### src/rtl/byte_demux_1x4_if.sv
// Link-side bundle for the 1x4 byte demultiplexer: serial byte input, 4-lane group output
// with a valid/ready handshake, plus status.
interface byte_demux_1x4_if #(
  parameter int BW = 8
);
  logic [BW-1:0] Entrada;
  logic          validEntrada;
  logic          readySalida;
  logic [BW-1:0] Salida0;
  logic [BW-1:0] Salida1;
  logic [BW-1:0] Salida2;
  logic [BW-1:0] Salida3;
  logic          validSalida;
  logic          overflow;
  logic [1:0]    lane_ptr;

  // Producer/consumer side of the link
  modport master (
    output Entrada, validEntrada, readySalida,
    input  Salida0, Salida1, Salida2, Salida3, validSalida, overflow, lane_ptr
  );

  // Demultiplexer side
  modport slave (
    input  Entrada, validEntrada, readySalida,
    output Salida0, Salida1, Salida2, Salida3, validSalida, overflow, lane_ptr
  );
endinterface

### src/rtl/byte_demux_1x4.sv
// Splits a serial byte stream into round-robin 4-byte groups and presents each complete
// group on four lanes behind a single-slot valid/ready output register.
module byte_demux_1x4 #(
  parameter int BW = 8
) (
  input  logic             clk_4f,
  input  logic             reset,
  byte_demux_1x4_if.slave  bus
);

  typedef enum logic [1:0] {COLLECT0, COLLECT1, COLLECT2, COLLECT3} lane_e;
  typedef enum logic       {EMPTY, FULL} slot_e;

  lane_e         lane_q, lane_d;
  slot_e         slot_q, slot_d;
  logic [BW-1:0] asm0, asm1, asm2;
  logic [BW-1:0] sal0, sal1, sal2, sal3;
  logic          ovf_q;

  logic group_done, slot_free, load, drop;

  // The 4th byte bypasses the assembly registers and goes straight to Salida3.
  always_comb begin
    group_done = 1'b0;
    slot_free  = 1'b0;
    load       = 1'b0;
    drop       = 1'b0;
    lane_d     = lane_q;
    slot_d     = slot_q;

    group_done = bus.validEntrada && (lane_q == COLLECT3);
    slot_free  = (slot_q == EMPTY) || bus.readySalida;
    load       = group_done && slot_free;
    drop       = group_done && !slot_free;

    if (bus.validEntrada)
      lane_d = lane_e'(lane_q + 2'd1);

    case (slot_q)
      EMPTY:   if (load) slot_d = FULL;
      FULL:    if (!load && bus.readySalida) slot_d = EMPTY;
      default: slot_d = EMPTY;
    endcase
  end

  always_ff @(posedge clk_4f or posedge reset) begin
    if (reset) begin
      lane_q <= COLLECT0;
      slot_q <= EMPTY;
    end else begin
      lane_q <= lane_d;
      slot_q <= slot_d;
    end
  end

  always_ff @(posedge clk_4f or posedge reset) begin
    if (reset) begin
      asm0 <= '0;
      asm1 <= '0;
      asm2 <= '0;
    end else if (bus.validEntrada) begin
      case (lane_q)
        COLLECT0: asm0 <= bus.Entrada;
        COLLECT1: asm1 <= bus.Entrada;
        COLLECT2: asm2 <= bus.Entrada;
        default:  ;
      endcase
    end
  end

  always_ff @(posedge clk_4f or posedge reset) begin
    if (reset) begin
      sal0  <= '0;
      sal1  <= '0;
      sal2  <= '0;
      sal3  <= '0;
      ovf_q <= 1'b0;
    end else begin
      if (load) begin
        sal0 <= asm0;
        sal1 <= asm1;
        sal2 <= asm2;
        sal3 <= bus.Entrada;
      end
      if (drop)
        ovf_q <= 1'b1;
    end
  end

  assign bus.Salida0     = sal0;
  assign bus.Salida1     = sal1;
  assign bus.Salida2     = sal2;
  assign bus.Salida3     = sal3;
  assign bus.validSalida = (slot_q == FULL);
  assign bus.overflow    = ovf_q;
  assign bus.lane_ptr    = lane_q;

endmodule

### src/flat_wrapper.sv
// flat-port wrapper written by rule: the top's interface ports become plain ports
module byte_demux_1x4_flat 
#(
  parameter int BW = 8
)
  (clk_4f, reset, bus_Entrada, bus_validEntrada, bus_readySalida, bus_Salida0, bus_Salida1, bus_Salida2, bus_Salida3, bus_validSalida, bus_overflow, bus_lane_ptr);
  byte_demux_1x4_if #(.BW(BW)) bus_i ();
  input  logic clk_4f;
  input  logic reset;
  input wire logic [$bits(bus_i.Entrada)-1:0] bus_Entrada;
  input wire logic [$bits(bus_i.validEntrada)-1:0] bus_validEntrada;
  input wire logic [$bits(bus_i.readySalida)-1:0] bus_readySalida;
  output wire logic [$bits(bus_i.Salida0)-1:0] bus_Salida0;
  output wire logic [$bits(bus_i.Salida1)-1:0] bus_Salida1;
  output wire logic [$bits(bus_i.Salida2)-1:0] bus_Salida2;
  output wire logic [$bits(bus_i.Salida3)-1:0] bus_Salida3;
  output wire logic [$bits(bus_i.validSalida)-1:0] bus_validSalida;
  output wire logic [$bits(bus_i.overflow)-1:0] bus_overflow;
  output wire logic [$bits(bus_i.lane_ptr)-1:0] bus_lane_ptr;
  assign bus_i.Entrada = bus_Entrada;
  assign bus_i.validEntrada = bus_validEntrada;
  assign bus_i.readySalida = bus_readySalida;
  assign bus_Salida0 = bus_i.Salida0;
  assign bus_Salida1 = bus_i.Salida1;
  assign bus_Salida2 = bus_i.Salida2;
  assign bus_Salida3 = bus_i.Salida3;
  assign bus_validSalida = bus_i.validSalida;
  assign bus_overflow = bus_i.overflow;
  assign bus_lane_ptr = bus_i.lane_ptr;
  byte_demux_1x4 #(.BW(BW)) u_core (.clk_4f(clk_4f), .reset(reset), .bus(bus_i));
endmodule
### config.mk
export PLATFORM = sky130hd
export DESIGN_NAME = byte_demux_1x4_flat
export DESIGN_NICKNAME = d
export VERILOG_FILES = /design/src/rtl/byte_demux_1x4_if.sv /design/src/rtl/byte_demux_1x4.sv /design/src/flat_wrapper.sv
export SDC_FILE = /design/constraint.sdc
export NUM_CORES = 1
export LEC_CHECK = 0
export ABC_AREA = 1
export CAP_MARGIN = 10
export CORE_MARGIN = 10
export CORE_UTILIZATION = 40
export DETAILED_ROUTE_END_ITERATION = 10
export DONT_BUFFER_PORTS = 1
export PLACE_DENSITY = 0.53
export REMOVE_ABC_BUFFERS = 1
export SLEW_MARGIN = 15
export SYNTH_ARGS = -nofsm -noshare
export SYNTH_HDL_FRONTEND = slang
export SYNTH_SLANG_ARGS = --single-unit
### constraint.sdc
create_clock -name clk_4f -period 1.8 [get_ports clk_4f]
set_input_delay 0.36 -clock clk_4f [delete_from_list [all_inputs] [get_ports clk_4f]]
set_output_delay 0.36 -clock clk_4f [all_outputs]
set_load 0.1 [all_outputs]
# Word-level counts from Yosys, hierarchy flattened

Cells that the tools add are included.

Add/subtract/negate cells: 1
Multipliers: 0
Div/mod/pow operators: 0
Order comparisons: 0
Equality and inequality tests: 3
Shifts and indexed selects: 0
Muxes and demuxes: 3
Bitwise operators: 1
Reductions and logical operators: 11

Operators with widths:

| cell                  | count |
|---|---|
| $reduce_and A2 Y1     | 3 |
| $eq A2 B2 Y1 const B  | 2 |
| $logic_and A1 B1 Y1   | 4 |
| $add A2 B1 Y2 const B | 1 |
| $eq A2 B1 Y1 const B  | 1 |
| $logic_not A1 Y1      | 2 |
| $logic_not A2 Y1      | 1 |
| $mux W1               | 2 |
| $pmux W1 S2           | 1 |
| $logic_or A1 B1 Y1    | 1 |
| $not A1 Y1            | 1 |

Bits in registers: 60
Latch bits: 0
RAM bits: 0
Bits in read-only memories: 0
Bits of input ports: 12
Output and inout port bits: 36
Logic and storage cells: 29
Memories: 0

# Longest topological paths before layout

Depth after elaboration: 7
Gate-level depth with buffers: 7
Mapped depth without buffers: 6

# Worst setup path before layout

OpenSTA, ideal clock, no wires.

Path kind: reg2reg
Start: register u_core.lane_q[0] (netlist: u_core.bus.lane_ptr[0])
End: register u_core.sal0[0] (netlist: u_core.bus.Salida0[0])
Arrival: 1737 ps
Data required time: 1678 ps
Path slack: -59 ps
Cell stages (with the launch flop): 8
Path buffers: 1
Period minus slack after synthesis: 1859 ps
Cells stage by stage: dfrtp_1 -> ha_1 -> nand2_4 -> inv_4 -> nand2_4 -> buf_6 -> nand2_1 -> nand2_1

Cells in the longest elaborated chain, start to end: 3

RTL lines:

| what                     | line                 | source |
|---|---|---|
| start: declaration       | byte_demux_1x4.sv:14 | `lane_e lane_q, lane_d;` |
| start signal: assignment | byte_demux_1x4.sv:51 | `lane_q <= lane_d;` |
| $eq A2 B2 Y1             | byte_demux_1x4.sv:31 | `group_done = bus.validEntrada && (lane_q == COLLECT3);` |
| $logic_and A1 B1 Y1      | byte_demux_1x4.sv:31 |  |
| $logic_and A1 B1 Y1      | byte_demux_1x4.sv:33 | `load = group_done && slot_free;` |
| end signal: assignment   | byte_demux_1x4.sv:80 | `sal0 <= asm0;` |
| end: declaration         | byte_demux_1x4.sv:17 | `logic [BW-1:0] sal0, sal1, sal2, sal3;` |

No other way between the ends.
A chain may end at the register's enable or synchronous reset.

# Worst setup path in the final report

Start: register u_core.lane_q[1] (netlist: u_core.bus.lane_ptr[1])
End: register u_core.sal2[7] (netlist: u_core.bus.Salida2[7])

Cells in the longest elaborated chain, start to end: 3

RTL lines:

| what                   | line                 | source |
|---|---|---|
| $eq A2 B2 Y1           | byte_demux_1x4.sv:31 |  |
| $logic_and A1 B1 Y1    | byte_demux_1x4.sv:31 |  |
| $logic_and A1 B1 Y1    | byte_demux_1x4.sv:33 |  |
| end signal: assignment | byte_demux_1x4.sv:82 | `sal2 <= asm2;` |
| end: declaration       | byte_demux_1x4.sv:17 |  |

No other way between the ends.

==> impl_metrics.tcl <==
set metrics [dict create \
    ios 48 \
    final_max_slew_viol_count 0 \
    fin_crit_sh_pct 85.81 \
    setup_viol 0 \
    die_y_um 97.20 \
    ys.warnings.count 0 \
    start_util_pct 40.74 \
    yosysTopAreaCell "dfrtp_1" \
    antenna_found_initial 0 \
    endpoint_kind "flip-flop" \
    worstMarginPinSlew_ps 449.2 \
    outcome "completed" \
    maxCapViolations 0 \
    layout-drive-gt1-share_pct 20.91 \
    rows 28 \
    cts.sinks 60 \
    synth-seq-cells 60 \
    place.port_buffers 0 \
    wl_met3_um 433 \
    synth.area.top_cells "dfrtp_1 63%, nand2_1 14%, nand3_1 6.7%" \
    ys_types 15 \
    rsz0062_at_grt "false" \
    critical_path.startpoint_type "flip-flop" \
    final_util_pct 48.80 \
    wl_met2_um 2234 \
    grt_pass1_wl_um 8487 \
    fin_nets 299 \
    hpwl_um 3377 \
    via_per_inst 4.657 \
    crit_type "flip-flop to flip-flop" \
    cts-buffers-inserted 9 \
    grt_use_total_pct 11.00 \
    synth_flop_cell "dfrtp_1" \
    syn2layout_area_growth_pct 19.79 \
    avgSynthCellArea_um2 9.729 \
    place.gp.congestion 0.6911 \
    yosysMostFrequentCell "nand2_1" \
    placed_cell_area_mm2 0.002676 \
    wl_per_cell_um 13.82 \
    yosysSeqAreaShare_pct 62.99 \
    grt_overflow 0 \
    netlist_area_mm2 0.002384 \
    cts_resized 0 \
    cp.required_ps 2020 \
    drt-met1-wl_um 2221 \
    grt_pass1_vias 1685 \
    yosys-top-cells-count "90 x nand2_1, 60 x dfrtp_1, 32 x nand3_1, 20 x o21ai_0, 12 x inv_1" \
    hold_viol_final 0 \
    die_w_um 97.20 \
    drt-initial-drc-count 105 \
    cts_tree "built" \
    clock-root-buffer "clkbuf_8" \
    die_area_mm2 0.009447 \
    drt_pass1_iterations 4 \
    worst_slew_margin_rel_pct 70.05 \
    drt_wl_total_um 5003 \
    final_design_area_no_fill_mm2 0.002855 \
    fillers 575 \
    synthArstFlopShare_pct 100.0 \
    grt_max_degree 37 \
    hp-class "input pin to flip-flop" \
    finClkSkew_ps 4.538 \
    fmax_mhz 647.4 \
    core_area_mm2 0.005851 \
    top_layer_used "met4" \
    drc 0 \
    worstPathMaxFanout 33 \
    vias 1686 \
    cp_data_arrival_time_ps 1760 \
    hold_ws_ps 109.2 \
    yosysTopAreaCellShare_pct 62.99 \
    syn-instance-count 245 \
    worstSkewPairLatency_ps 330 \
    postRouteAntennaNets 0 \
    synth-edff-count 0 \
    clkTransAtPathRegs_ps 60 \
    cts.path.max_buffers 2 \
    h-tree-depth 3 \
    finalCriticalPeriod_ps 1545 \
    postCtsSetupBuffers 0 \
    diodes 0 \
    cts_hold_buffers 1 \
]
## stage by stage
| step | instances | setup WS [ps] | setup TNS [ps] |
|---|---|---|---|
| CTS | 362 | 241.2 | 0 |
| finish | 362 | 255.4 | 0 |
| detailed placement | 346 | 255.0 | 0 |
| global placement | 346 | 287.0 | 0 |
| global route | 362 | 74.32 | 0 |
| floorplan | 232 | -227.7 | -9967 |
## final timing paths
check / start / to / slack (ps) / depth (start not counted)
setup / recovery: u_core.bus.lane_ptr[1] / u_core.bus.Salida2[7] / 260 / 6
hold / removal: bus_validEntrada / u_core.bus.lane_ptr[0] / 110 / 1
setup reg to reg: u_core.bus.lane_ptr[1] / u_core.bus.Salida2[7] / 260 / 6
hold reg to reg: u_core.bus.Salida1[7] / u_core.bus.Salida1[7] / 470 / 2
max in group asynchronous: reset / u_core.asm2[1] / 870 / 3
min in group asynchronous: reset / u_core.bus.Salida0[4] / 550 / 3
## state kept, by name, indices dropped and copies added (netlist names)
name,count
u_core.asm2,8
u_core.bus.Salida3,8
u_core.bus.Salida1,8
u_core.asm0,8
u_core.bus.overflow,1
u_core.bus.lane_ptr,2
u_core.bus.Salida2,8
u_core.asm1,8
u_core.bus.validSalida,1
u_core.bus.Salida0,8
## placed cells by master (no fill, tap or decap), drive strengths merged
cell type and n:
clkbuf 13, inv 13, xor2 1, clkinv 2, dlygate4sd3 1, o21bai 1
dfrtp 60, buf 39, nand2 96, ha 4, o21ai 25, nand3 32
## cell families (layout without fill, tap and decap cells)
kind of cell	Yosys count	count (layout)	synth area share (%)
AND/OR/NAND/NOR	128	128	22.89
XOR/XNOR	1	1	0.3675
buffers and inverters	26	68	6.089
flip-flops	60	60	62.99
adder cells (fa/ha/maj)	4	4	2.100
AO/OA/AOI/OAI	26	26	5.564
## metal layers
layer,up-vias,GRT usage [%]
li1,855,-
met3,12,4.694
met1,779,13.25
met4,0,6.129
met5,-,0
met2,40,16.10
## area by class of cell
class | count | area, µm² | share of cell area, %
Sequential cell | 60 | 1501 | 52.59
Multi-Input combinational cell | 159 | 737.0 | 25.81
Timing Repair Buffer | 40 | 302.8 | 10.60
Clock buffer | 13 | 158.9 | 5.565
Tap cell | 75 | 93.84 | 3.287
Inverter | 13 | 51.30 | 1.797
Clock inverter | 2 | 10.01 | 0.3506
## worst max-delay path: stages, from the launching register on
cell and delay, ps:
dfrtp_1 390, ha_1 210, nand2_4 70, inv_4 260
nand2_4 280, nand2_1 140, nand2_1 50
Power is left out: the tool's default activity adds up to more than one toggle a clock period on the data nets, which glitch-free logic cannot reach.
